[config.mk]
export PLATFORM = sky130hd
export DESIGN_NAME = dmem_arbiter
export DESIGN_NICKNAME = d
export VERILOG_FILES = /design/src/rtl/dmem_arb_pkg.sv /design/src/rtl/dmem_arbiter_hold_cnt.sv /design/src/rtl/dmem_arbiter.sv
export SDC_FILE = /design/constraint.sdc
export NUM_CORES = 1
export LEC_CHECK = 0
export ABC_AREA = 1
export BUFFER_PORTS_ARGS = -buffer_cell sky130_fd_sc_hd__clkbuf_2
export CAP_MARGIN = 25
export CORE_AREA = 2 2 115 117
export CTS_BUF_LIST = sky130_fd_sc_hd__clkbuf_2
export CTS_CLUSTER_DIAMETER = 120
export DETAILED_ROUTE_END_ITERATION = 10
export DIE_AREA = 0 0 117 119
export SKIP_LAST_GASP = 1
export SYNTH_ARGS = -nofsm -noshare
export SYNTH_HDL_FRONTEND = slang
export SYNTH_SLANG_ARGS = --single-unit
[constraint.sdc]
create_clock -name clk -period 3.5 [get_ports clk]
set_clock_uncertainty 0.1 [all_clocks]
set_input_delay 0.875 -clock clk [delete_from_list [all_inputs] [get_ports clk]]
set_output_delay 0.875 -clock clk [all_outputs]
set_load 0.02 [all_outputs]
[src/rtl/dmem_arb_pkg.sv]
// dmem_arbiter shared types.
// Owner state encoding and default hold limit.
package dmem_arb_pkg;

    typedef enum logic [1:0] {
        ARB_IDLE = 2'd0,
        ARB_CORE = 2'd1,
        ARB_DMA  = 2'd2
    } arb_state_e;

    localparam int unsigned DEF_MAX_HOLD = 8;

endpackage

[src/rtl/dmem_arbiter_hold_cnt.sv]
// Saturating hold counter for dmem_arbiter.
// limit flags the last allowed contended cycle.
module arb_hold_cnt
    import dmem_arb_pkg::*;
#(
    parameter int unsigned MAX_HOLD = DEF_MAX_HOLD
) (
    input  logic clk,
    input  logic reset,
    input  logic clr,
    input  logic inc,
    output logic limit
);

    localparam int unsigned CW = $clog2(MAX_HOLD + 1);

    logic [CW-1:0] cnt_q;
    logic [CW-1:0] cnt_d;

    assign limit = (cnt_q == CW'(MAX_HOLD - 1));

    // Clear wins; otherwise count up and stick at the limit.
    always_comb begin
        cnt_d = cnt_q;
        if (clr) begin
            cnt_d = '0;
        end else if (inc && !limit) begin
            cnt_d = cnt_q + CW'(1);
        end
    end

    // Counter register with synchronous active-low reset.
    always_ff @(posedge clk) begin
        if (!reset) begin
            cnt_q <= '0;
        end else begin
            cnt_q <= cnt_d;
        end
    end

endmodule

[src/rtl/dmem_arbiter.sv]
// Core/secondary arbiter for the single-port data memory.
// Core wins from idle; hold counter bounds starvation.
module dmem_arbiter
    import dmem_arb_pkg::*;
#(
    parameter int unsigned MAX_HOLD = DEF_MAX_HOLD,
    parameter int unsigned AW       = 32,
    parameter int unsigned DW       = 32
) (
    input  logic          clk,
    input  logic          reset,
    input  logic          c_req,
    input  logic          c_we,
    input  logic [AW-1:0] c_addr,
    input  logic [DW-1:0] c_wdata,
    output logic [DW-1:0] c_rdata,
    output logic          c_gnt,
    output logic          stall,
    input  logic          d_req,
    input  logic          d_we,
    input  logic [AW-1:0] d_addr,
    input  logic [DW-1:0] d_wdata,
    output logic [DW-1:0] d_rdata,
    output logic          d_gnt,
    output logic          m_we,
    output logic [AW-1:0] m_addr,
    output logic [DW-1:0] m_wdata,
    input  logic [DW-1:0] m_rdata
);

    arb_state_e state_q;
    arb_state_e state_d;
    logic       hold_clr;
    logic       hold_inc;
    logic       hold_limit;

    arb_hold_cnt #(
        .MAX_HOLD (MAX_HOLD)
    ) u_hold (
        .clk   (clk),
        .reset (reset),
        .clr   (hold_clr),
        .inc   (hold_inc),
        .limit (hold_limit)
    );

    // Grants, memory mux and read-data steering; all gated by reset.
    always_comb begin
        c_gnt   = (state_q == ARB_CORE) & c_req & reset;
        d_gnt   = (state_q == ARB_DMA) & d_req & reset;
        m_we    = 1'b0;
        m_addr  = '0;
        m_wdata = '0;
        c_rdata = '0;
        d_rdata = '0;
        if (c_gnt) begin
            m_we    = c_we;
            m_addr  = c_addr;
            m_wdata = c_wdata;
            c_rdata = m_rdata;
        end else if (d_gnt) begin
            m_we    = d_we;
            m_addr  = d_addr;
            m_wdata = d_wdata;
            d_rdata = m_rdata;
        end
        stall = c_req & ~c_gnt;
    end

    // Owner next state; a dropped request outranks the hold limit.
    always_comb begin
        state_d = state_q;
        unique case (state_q)
            ARB_IDLE: begin
                if (c_req) begin
                    state_d = ARB_CORE;
                end else if (d_req) begin
                    state_d = ARB_DMA;
                end
            end
            ARB_CORE: begin
                if (!c_req) begin
                    state_d = d_req ? ARB_DMA : ARB_IDLE;
                end else if (d_req && hold_limit) begin
                    state_d = ARB_DMA;
                end
            end
            ARB_DMA: begin
                if (!d_req) begin
                    state_d = c_req ? ARB_CORE : ARB_IDLE;
                end else if (c_req && hold_limit) begin
                    state_d = ARB_CORE;
                end
            end
            default: state_d = ARB_IDLE;
        endcase
    end

    // Hold count runs only while the owner is granted under contention.
    always_comb begin
        hold_inc = (c_gnt & d_req) | (d_gnt & c_req);
        hold_clr = !reset || (state_d != state_q) || !hold_inc;
    end

    // Owner register with synchronous active-low reset.
    always_ff @(posedge clk) begin
        if (!reset) begin
            state_q <= ARB_IDLE;
        end else begin
            state_q <= state_d;
        end
    end

endmodule

==> impl_results.md, run 1 <==
* Die height at 119 um
* Final net count at 815
* Post-layout util at 0.249
* Core Region at 12900 um^2
* Final TNS setup at 0 ns
* Maximum vdd ir drop at approximately 0.046 mV
* Clock slew seen by the registers of the worst setup and hold paths at around 0.06 ns
* Die area at 13900 um^2
* First-iteration detailed-routing DRC count at 198
* Syn_area_per_cell at 4.33 um^2
* H-tree Lvls at 1
* IO Count at 298
* Area after DPL at 3190 um^2
* TritonRoute pass-1 iters at 6
* RSZ-0062 raised after global routing: false
* Routed WL per cell at 11.6 um
* Clk sinks at 6
* Fin crit share at 0.852
* Share of cells above drive strength 1 at 0.481
* IO Port Bufs at 297
* Area of the multi-input gates at 1150 um^2
* Worst relative slew slack at 0.769
* CTS resizes at 0
* Leakage at 2.34 nW
* Vias in the first global route at 2639
* Synthesized flop and latch total at 6
* Sequential standard cell area at 120 um^2
* Critical path launch point type: input pin
* Total global-route track usage at 0.118
* Status: finished clean
* Row cnt at 42
* Pwr dens at around 110 nW/um^2
* DP HPWL at 8160 um
* Worst-path maximum fanout at 34
* Total setup buffers inserted after CTS at 0
* Fin cells at 822
* Worst setup EP type: output pin
* Largest net degree at the start of global routing at 67
* Tot Pwr at 368 uW
* Tightest Hold Check Type: reg2reg
* # fillers at ~1.5k
* Mapped Area at between 1500 and 2000 um^2
* Ys flop type: dfxtp_1
* Worst-margin pin slew at 0.346 ns
* Placed cell count at 819
* Synth Warn # at 0
* # hold bufs at CTS at 0
* Worst Path Arrival at 2.01 ns
* Detailed-route DRC error count at 0
* Antenna violations before repair at 1
* Fin. max-slew vios at 0
* Hold Violations, Final at 0
* Worst Path Required at approximately 2.5 ns
* DR vias at just over 3k
* Max_cap viols at 0
* Clk_lat worst skew at 0.22 ns
* EDFF count, synth at 0
* First-pass GRT wire length at between 10000 and 15000 um
* CTS Buffer Depth at 2
* CTS tree: built
* ANT cells at 0
* ANT nets after route at 0
* Area grow syn2layout at 105%
* Global route total overflow at 0
* Sequential share of the synthesized area at 0.0769
* Gpl congestion at 0.856
* Design area at about 3200 um^2
* Synth async-reset ratio at 0
* Endpoints failing setup at 0
* Root Buffer: clkbuf_2
* Setup WS pre-CTS at between 0.4 and 0.5 ns
* Via density at ~3.8
* Final WL at 9550 um
* Syn Nets at about 530
* Synth unique cells at 18
* Kind of critical path: in2out
* Upper clock frequency limit at 335 MHz
* Fin crit period at 2.98 ns
* Hold slack at 0.361 ns
* TritonCTS buffer count at 3
* Final WS setup at around 0.52 ns
* Synthesized netlist cell count at roughly 360
* Initial core utilization at 0.121
* Chip width at between 100 and 150 um
final timing paths:
check	startpoint	end	slack (ns)	depth (start not counted)
setup / recovery	c_req	m_addr[2]	0.52	9
hold reg to reg	u_hold.cnt_q[0]$_SDFFE_PP0P_	u_hold.cnt_q[0]$_SDFFE_PP0P_	0.36	1
setup reg to reg	u_hold.cnt_q[0]$_SDFFE_PP0P_	state_q[0]$_SDFF_PN0_	2.31	4
hold / removal	u_hold.cnt_q[0]$_SDFFE_PP0P_	u_hold.cnt_q[0]$_SDFFE_PP0P_	0.36	1
routing by layer:
metal  part of all wire  track usage
met3               0.11       0.0249
met2               0.46        0.215
met4              0.014       0.0221
met1               0.41        0.142
met5                  0            0
registers in the layout (all words and copies together), names as in the netlist:
register / cells
u_hold.cnt_q: 4
state_q: 2
cells by family after synthesis:
| group | after synthesis | synth area share |
|---|---|---|
| AO/OA/AOI/OAI | 4 | 0.0144 |
| AND/OR/NAND/NOR | 286 | 0.709 |
| XOR/XNOR | 1 | 0.00561 |
| adder cells (fa/ha/maj) | 1 | 0.00801 |
| flip-flops | 6 | 0.0769 |
| buffers and inverters | 63 | 0.187 |
Yosys cell counts, drive strengths merged, types with 3 or more instances:
cell type / count / area [um^2]
nand2: 204 / 766
nor2: 73 / 282
inv: 42 / 158
buf: 14 / 108
clkbuf: 6 / 22.5
dfxtp: 6 / 120
nand3: 5 / 35.0
nand4: 4 / 25.0
a21oi: 3 / 15.0
report_power, final:
part / total, mW / switching [mW] / internal, mW
Clock: 0.0481 / 0.0249 / 0.0232
Sequential: 0.0730 / 0.00261 / 0.0704
Combinational: 0.246 / 0.140 / 0.106
Total: 0.368 / 0.168 / 0.200
cell type report:
type,instances,share of cell area
clock buffers,3,0.00469
well taps,176,0.0687
inverters,43,0.0504
multi-input cells,292,0.359
repair buffers,302,0.479
flip-flops and latches,6,0.0375
worst max-delay path, stage by stage:
cell      delay (ns)
clkbuf_2        0.13
inv_2           0.06
nor2_4          0.10
nand3_2         0.09
inv_2           0.07
buf_4           0.30
nand2_1         0.09
nand2_1         0.11
clkbuf_2        0.18
layout by cell type (no fill, tap or decap), types with 2 or more instances in the layout:
cell      count
nand3_1       3
inv_1        39
a21oi_1       3
nor2_1       72
nand4_1       4
inv_2         3
dfxtp_1       6
buf_4         4
nand2_1     204
clkbuf_2    300
nand3_2       2
Note: power is estimated with default switching activity, not from simulation.
==> inputs of run 2 (changes only) <==
--- a/config.mk
+++ b/config.mk
@@ -5,14 +5,13 @@
 export SDC_FILE = /design/constraint.sdc
 export NUM_CORES = 1
 export LEC_CHECK = 0
-export ABC_AREA = 1
 export BUFFER_PORTS_ARGS = -buffer_cell sky130_fd_sc_hd__clkbuf_2
 export CAP_MARGIN = 25
-export CORE_AREA = 2 2 115 117
+export CORE_AREA = 2 2 117 119
 export CTS_BUF_LIST = sky130_fd_sc_hd__clkbuf_2
 export CTS_CLUSTER_DIAMETER = 120
 export DETAILED_ROUTE_END_ITERATION = 10
-export DIE_AREA = 0 0 117 119
+export DIE_AREA = 0 0 119 121
 export SKIP_LAST_GASP = 1
 export SYNTH_ARGS = -nofsm -noshare
 export SYNTH_HDL_FRONTEND = slang
==> constraint.sdc (replaced) <==
create_clock -name clk -period 2.8 [get_ports clk]
set_clock_uncertainty 0.1 [all_clocks]
set_input_delay 0.7 -clock clk [delete_from_list [all_inputs] [get_ports clk]]
set_output_delay 0.7 -clock clk [all_outputs]
set_load 0.02 [all_outputs]
==> run 2 against run 1 <==
Design area fell by 2.5%. Global-route usage shrank 2.7 points. Synthesized cell count down 49%. Combinational power increased by 14%. Clock power grew 26%. Final cell count is 22% lower. First-iteration DRC count is 29% lower. Flip-flop and latch count did not move. Via count decreased by 18%. Non-clock buffer count rose by 3. Count of clock-buffer cells in the layout is the same. Critical path type unchanged. Largest power group unchanged.
==> impl_results.md, run 2 <==
* Status: finished clean (unchanged)
* EDFF count, synth at 0 (unchanged)
* Clock slew seen by the registers of the worst setup and hold paths at 0.05 ns (was 0.06 ns)
* Core Region at 13100 um^2 (was 12900 um^2)
* Synth unique cells at 21 (was 18)
* Tot Pwr at 434 uW (was 368 uW)
* CTS tree: built (unchanged)
* Global route total overflow at 0 (unchanged)
* Endpoints failing setup at 0 (unchanged)
* RSZ-0062 raised after global routing: false (unchanged)
* Fin. max-slew vios at 0 (unchanged)
* Design area at 3120 um^2 (was 3200 um^2)
* Worst Path Required at 2.00 ns (was 2.52 ns)
* Fin crit share at 0.971
* Syn Nets at 350 (was 528)
* H-tree Lvls at 1 (unchanged)
* Synth Area in XOR/XNOR at 0.0187 (was 0.00560)
* Via density at 3.93 (was 3.76)
* Commonest cells after routing, fill and taps aside: clkbuf_2, a22o_1, and2_1 (was clkbuf_2, nand2_1, nor2_1)
* DP HPWL at 6760 um (was 8160 um)
* Max_cap viols at 0 (unchanged)
* Synthesized netlist cell count at 183 (was 361)
* Largest regs: u_hold.cnt_q x4, state_q x2 (unchanged)
* TritonCTS buffer count at 3 (unchanged)
* Upper clock frequency limit at 368 MHz
* IO Count at 298 (unchanged)
* Clk sinks at 6 (unchanged)
* CTS Buffer Depth at 2 (unchanged)
* Syn_area_per_cell at 7.69 um^2 (was 4.33 um^2)
* Max FFs per register at 4 (unchanged)
* Area after DPL at 3070 um^2 (was 3190 um^2)
* Main combinational cell family by area after synthesis: compound AO/OA/AOI/OAI gates (was simple AND/OR/NAND/NOR gates)
* Synth Warn # at 0 (unchanged)
* Vias in the first global route at 2134 (was 2639)
* TritonRoute pass-1 iters at 4 (was 6)
* Row cnt at 42 (unchanged)
* Most common cell after layout, fill and taps aside: clkbuf_2 (unchanged)
* Worst setup EP type: output pin (unchanged)
* Synthesized flop and latch total at 6 (unchanged)
* Ys flop type: dfxtp_1 (unchanged)
* Worst-margin pin slew at 0.297 ns (was 0.346 ns)
* Hold Violations, Final at 0 (unchanged)
* ANT nets after route at 0 (unchanged)
* Maximum vdd ir drop at 0.248 mV (was 0.0458 mV)
* First-iteration detailed-routing DRC count at 140 (was 198)
* Root Buffer: clkbuf_2 (unchanged)
* Clk_lat worst skew at 0.23 ns (was 0.22 ns)
* Mux contribution to synthesized area at 0.00711 (was 0)
* Detailed-route DRC error count at 0 (unchanged)
* Simple-Gate Fraction of Synth Area at 0.353 (was 0.709)
* Share of Yosys cell area claimed by the top area cell type at 0.404 (was 0.490)
* Sequential standard cell area at 120 um^2 (unchanged)
* DR vias at 2531 (was 3089)
* Synth Area in Compound Gates at 0.421 (was 0.0144)
* Chip width at 119 um (was 117 um)
* Final net count at 637 (was 815)
* Fin crit period at 2.72 ns
* IO Port Bufs at 297 (unchanged)
* Final WL at 8180 um (was 9550 um)
* Largest cells by area after synthesis: a22o_1, and2_1, dfxtp_1 (was nand2_1, nor2_1, inv_1)
* Critical path launch point type: input pin (unchanged)
* Antenna violations before repair at 0 (was 1)
* Routed WL per cell at 12.7 um (was 11.6 um)
* Final TNS setup at 0 ns (unchanged)
* Die area at 14400 um^2 (was 13900 um^2)
* Total global-route track usage at 0.0914 (was 0.118)
* Tightest Hold Check Type: reg2reg (unchanged)
* Worst relative slew slack at 0.801 (was 0.769)
* Reg-to-reg slack, setup at 1.40 ns (was 2.31 ns)
* Sequential share of the synthesized area at 0.0853 (was 0.0769)
* Synth area leader: a22o_1 (was nand2_1)
* Placed cell count at 638 (was 819)
* # hold bufs at CTS at 0 (unchanged)
* Largest net degree at the start of global routing at 62 (was 67)
* Share of cells above drive strength 1 at 0.662 (was 0.481)
* Pwr dens at 139 nW/um^2 (was 115 nW/um^2)
* Top-count cell post-synth: a22o_1 (was nand2_1)
* Area grow syn2layout at 122% (was 105%)
* Register bank with the most flops: u_hold.cnt_q (unchanged)
* Leakage at 1.91 nW (was 2.34 nW)
* Area of the multi-input gates at 1150 um^2 (unchanged)
* Worst-path maximum fanout at 57 (was 34)
* ANT cells at 0 (unchanged)
* Adder-Cell Fraction of Synth Area at 0.00889 (was 0.00801)
* Fin cells at 644 (was 822)
* # fillers at 1416 (was 1504)
* Worst Path Arrival at 1.92 ns (was 2.01 ns)
* Gpl congestion at 0.788 (was 0.856)
* Kind of critical path: in2out (unchanged)
* Post-synth top cells: a22o_1, and2_1, buf_2 (was nand2_1, nor2_1, inv_1)
* Mapped Area at 1410 um^2 (was 1560 um^2)
* Die height at 121 um (was 119 um)
* Initial core utilization at 0.108 (was 0.121)
* First-pass GRT wire length at 10900 um (was 12900 um)
* Synth async-reset ratio at 0 (unchanged)
-- run 2: cell types whose count changed after synthesis, sizes merged, moves of 3 or more --
cell    delta
nand2    -200
nand3      -3
a21oi      -3
buf        +6
inv       -41
a22o      +65
clkbuf     -3
nand4      -4
and2      +64
nor2      -70
xor2       +3
-- run 2: through the flow --
stage / setup WS, ns / utilization / hold slack, ns
floorplan: 0.441 / - / 0.318
global placement: 0.0538 / 0.235 / 0.338
detailed placement: 0.0525 / 0.235 / 0.343
CTS: 0.0520 / 0.236 / 0.350
global route: 0.0275 / 0.239 / 0.371
finish: 0.0825 / 0.239 / 0.346
-- run 2: layer usage --
layer,vias up,global-route usage,part of all wire
li1,1245,-,-
met1,1133,0.111,0.38
met2,153,0.160,0.51
met3,0,0.0343,0.11
met4,0,0.00744,0
met5,-,0,0
-- run 2: path summary, 6_finish.rpt --
path / to / depth (start not counted) / start
worst max register to register: state_q[1]$_SDFF_PN0_ / 4 / state_q[1]$_SDFF_PN0_
worst min register to register: u_hold.cnt_q[0]$_SDFFE_PP0P_ / 1 / u_hold.cnt_q[0]$_SDFFE_PP0P_
worst max-delay path: m_addr[22] / 6 / reset
worst min-delay path: u_hold.cnt_q[0]$_SDFFE_PP0P_ / 1 / u_hold.cnt_q[0]$_SDFFE_PP0P_
-- run 2: critical path: stages --
cell	delay, ns
clkbuf_2	0.10
nand2_1	0.10
nor3b_4	0.30
buf_12	0.26
a22o_1	0.23
clkbuf_2	0.18
-- run 2: timing repair --
action	4_1_cts	5_1_grt
setup endpoints to repair	0	2
setup buffers	0	2
resized for setup	0	0
-- run 2: layout make-up --
class                      count  share of cell area
clock buffer                   3             0.00481
inverter                       1             0.00120
multi-input combinational    153               0.368
sequential                     6              0.0384
tap                          176              0.0705
timing repair buffer         305               0.517
-- run 2: power breakdown --
part	switching [mW]	total, mW	leakage, nW	internal [mW]
logic	0.139	0.281	1.85	0.143
clock network	0.0315	0.0605	0.0125	0.0290
registers	0.00427	0.0918	0.0488	0.0876
total	0.174	0.434	1.91	0.259
-- run 2: cell families after synthesis --
logic type | after synthesis
simple gates | 80
compound gates | 68
buf+inv | 24
flops | 6
xor+xnor | 3
mux | 1
fa+ha+maj | 1
==> inputs of run 3 (changes only) <==
--- a/config.mk
+++ b/config.mk
@@ -7,12 +7,13 @@
 export LEC_CHECK = 0
 export BUFFER_PORTS_ARGS = -buffer_cell sky130_fd_sc_hd__clkbuf_2
 export CAP_MARGIN = 25
-export CORE_AREA = 2 2 117 119
+export CORE_AREA = 2 2 115 117
 export CTS_BUF_LIST = sky130_fd_sc_hd__clkbuf_2
 export CTS_CLUSTER_DIAMETER = 120
 export DETAILED_ROUTE_END_ITERATION = 10
-export DIE_AREA = 0 0 119 121
+export DIE_AREA = 0 0 117 119
 export SKIP_LAST_GASP = 1
 export SYNTH_ARGS = -nofsm -noshare
 export SYNTH_HDL_FRONTEND = slang
+export SYNTH_HIERARCHICAL = 1
 export SYNTH_SLANG_ARGS = --single-unit
==> run 3 against run 2 <==
Sequential power about the same. Combinational power up 14%. Global-route usage up 1.1 points. Synthesized cell count up 3.8%.
==> impl_results.md, run 3 <==
* Fin. max-slew vios at 0 (unchanged)
* Largest stage delay, worst path at 0.29 ns (was 0.30 ns)
* Syn_area_per_cell at 7.61 um^2 (was 7.69 um^2)
* CTS Buffer Depth at 2 (unchanged)
* Core Region at 12900 um^2 (was 13100 um^2)
* Vias in the first global route at 2173 (was 2134)
* Critical path launch point type: input pin (unchanged)
* Via density at 3.97 (was 3.93)
* Worst-margin pin slew at 0.326 ns (was 0.297 ns)
* First-iteration detailed-routing DRC count at 112 (was 140)
* Final WS setup at 0.103 ns (was 0.0825 ns)
* Pwr dens at 145 nW/um^2 (was 139 nW/um^2)
* Tightest Hold Check Type: reg2reg (unchanged)
* Die area at 13900 um^2 (was 14400 um^2)
* Row cnt at 42 (unchanged)
* Max FFs per register at 4 (unchanged)
* RR Startpoint: state_q[0]$_SDFF_PN0_ (was state_q[1]$_SDFF_PN0_)
* Synthesized netlist cell count at 190 (was 183)
* Final net count at 652 (was 637)
* Final TNS setup at 0 ns (unchanged)
* Worst Path Arrival at 1.90 ns (was 1.92 ns)
* Synth unique cells at 32 (was 21)
* Area grow syn2layout at 124% (was 122%)
* # hold bufs at CTS at 0 (unchanged)
* TritonCTS buffer count at 3 (unchanged)
* Clk_lat worst skew at 0.22 ns (was 0.23 ns)
* Synth async-reset ratio at 0 (unchanged)
* Main combinational cell family by area after synthesis: compound AO/OA/AOI/OAI gates (unchanged)
* Antenna violations before repair at 0 (unchanged)
* Simple-Gate Fraction of Synth Area at 0.377 (was 0.353)
* Maximum vdd ir drop at 0.278 mV (was 0.248 mV)
* Largest cells by area after synthesis: a22o_1, and2_1, dfxtp_1 (unchanged)
* Largest regs: u_hold/cnt_q x4, state_q x2 (was u_hold.cnt_q x4, state_q x2)
* IO Port Bufs at 297 (unchanged)
* CP most frequent cell: clkbuf_2 (unchanged)
* Chip width at 117 um (was 119 um)
* Final WL at 8540 um (was 8180 um)
* Routed WL per cell at 13.0 um (was 12.7 um)
* CTS tree: built (unchanged)
* Synthesized flop and latch total at 6 (unchanged)
* ANT cells at 0 (unchanged)
* Mapped Area at 1450 um^2 (was 1410 um^2)
* TritonRoute pass-1 iters at 5 (was 4)
* Leakage at 1.97 nW (was 1.91 nW)
* Worst relative slew slack at 0.782 (was 0.801)
* Worst hold endpoint: u_hold/cnt_q[3]$_SDFFE_PP0P_ (was u_hold.cnt_q[0]$_SDFFE_PP0P_)
* Commonest cells after routing, fill and taps aside: clkbuf_2, a22o_1, and2_1 (unchanged)
* Syn Nets at 357 (was 350)
* Critical path's slowest cell: nor3b_4 (unchanged)
* Synth Warn # at 6 (was 0)
* Reg-to-reg slack, setup at 1.05 ns (was 1.40 ns)
* Detailed-route DRC error count at 0 (unchanged)
* # fillers at 1405 (was 1416)
* Kind of critical path: in2out (unchanged)
* Share of cells above drive strength 1 at 0.660 (was 0.662)
* EDFF count, synth at 0 (unchanged)
* Largest net degree at the start of global routing at 56 (was 62)
* R2R cell count at 6 (was 4)
* Cell count of the worst hold path at 2 (was 1)
* Upper clock frequency limit at 371 MHz (was 368 MHz)
* Hold Violations, Final at 0 (unchanged)
* Mux contribution to synthesized area at 0 (was 0.00711)
* Post-synth top cells: a22o_1, and2_1, buf_2 (unchanged)
* Hold slack at 0.406 ns (was 0.346 ns)
* Ys flop type: dfxtp_1 (unchanged)
* IO Count at 298 (unchanged)
* Synth Area in XOR/XNOR at 0.00606 (was 0.0187)
* Register bank with the most flops: u_hold/cnt_q (was u_hold.cnt_q)
* Sequential share of the synthesized area at 0.0831 (was 0.0853)
* Share of Yosys cell area claimed by the top area cell type at 0.394 (was 0.404)
* Die height at 119 um (was 121 um)
* Adder-Cell Fraction of Synth Area at 0.00866 (was 0.00889)
* Root Buffer: clkbuf_2 (unchanged)
* Endpoints failing setup at 0 (unchanged)
* Synth area leader: a22o_1 (unchanged)
* Total global-route track usage at 0.103 (was 0.0914)
* Min-delay src: u_hold/cnt_q[3]$_SDFFE_PP0P_ (was u_hold.cnt_q[0]$_SDFFE_PP0P_)
* Fin crit share at 0.963 (was 0.971)
* Initial core utilization at 0.112 (was 0.108)
* Clock slew seen by the registers of the worst setup and hold paths at 0.05 ns (about the same)
* Worst Path Required at 2.00 ns (about the same)
* Global route total overflow at 0 (unchanged)
* Clk sinks at 6 (unchanged)
* Worst path cell trace: clkbuf_2 -> nand2_1 -> nor3b_4 -> buf_4 -> clkbuf_16 -> a22o_1 -> clkbuf_2 (was clkbuf_2 -> nand2_1 -> nor3b_4 -> buf_12 -> a22o_1 -> clkbuf_2)
* Status: finished clean (unchanged)
* R2R Path End: u_hold/cnt_q[3]$_SDFFE_PP0P_ (was state_q[1]$_SDFF_PN0_)
* Fin crit period at 2.70 ns (was 2.72 ns)
* Most common cell after layout, fill and taps aside: clkbuf_2 (unchanged)
* Worst setup EP type: output pin (unchanged)
* Top-count cell post-synth: a22o_1 (unchanged)
* H-tree Lvls at 1 (unchanged)
* Worst-path maximum fanout at 21 (was 57)
* First-pass GRT wire length at 11300 um (was 10900 um)
* DR vias at 2617 (was 2531)
* Max_cap viols at 0 (unchanged)
* Gpl congestion at 0.865 (was 0.788)
* Synth Area in Compound Gates at 0.442 (was 0.421)
* Setup WS pre-CTS at 0.0814 ns (was 0.0525 ns)
* Tot Pwr at 470 uW (was 434 uW)
* ANT nets after route at 0 (unchanged)
* DP HPWL at 7150 um (was 6760 um)
## run 3: changes by cell type after synthesis, moves of 3 or more
cell | previous run | this run
clkbuf_1 | 0 | 4
nor2b_1 | 1 | 4
xor2_1 | 3 | 0
buf_6 | 4 | 1
## run 3: worst max-delay path by stage
stage	startpoint	to	slack [ns]	cells past startpoint
after floorplan	d_req	d_rdata[22]	0.24	4
after global placement	c_req	m_wdata[8]	0.08	7
after detailed placement	c_req	m_wdata[8]	0.08	7
after CTS	c_req	m_wdata[8]	0.08	7
after global routing	d_req	m_addr[5]	-0.003	7
final	d_req	m_addr[21]	0.10	7
## run 3: layout make-up
cell class / count / area (um^2) / area share
inverter: 2 / 7.51 / 0.00232
tap: 176 / 220 / 0.0681
multi-input combinational: 161 / 1210 / 0.374
clock buffer: 3 / 15.0 / 0.00464
timing repair buffer: 311 / 1660 / 0.514
sequential: 6 / 120 / 0.0371
## run 3: routing by layer
layer  GRT usage  up-vias  part of all wire
li1            -     1301                 -
met1       0.149     1173              0.45
met2       0.170      139              0.47
met3     0.00916        4             0.079
met4      0.0103        0            0.0026
met5           0        -                 0
## run 3: critical path: cells and delay by family
family / cells / cell delay, ns
buffers and inverters: 4 / 0.63
AO/OA/AOI/OAI: 1 / 0.13
AND/OR/NAND/NOR: 2 / 0.43
## run 3: logic make-up (layout without fill, tap and decap cells)
| group | Yosys count | after routing |
|---|---|---|
| AO/OA/AOI/OAI | 74 | 74 |
| XOR/XNOR | 1 | 1 |
| adder cells (fa/ha/maj) | 1 | 1 |
| buffers and inverters | 23 | 316 |
| flip-flops | 6 | 6 |
| AND/OR/NAND/NOR | 85 | 85 |
## run 3: report_power, final
group / switching (mW) / internal (mW)
sequential: 0.00436 / 0.0876
combinational: 0.161 / 0.158
clock: 0.0303 / 0.0290
## run 3: through the flow
step                area (um^2)  utilization  instances
finish                     3230        0.251        659
global route               3230        0.251        659
CTS                        3190        0.248        656
detailed placement         3180        0.247        653
global placement           3180        0.247        653
floorplan                  1450            -        190
## run 3: what timing repair did
item,in CTS,in global routing
setup buffers,0,2
setup endpoints to repair,0,2
resized for setup,0,1
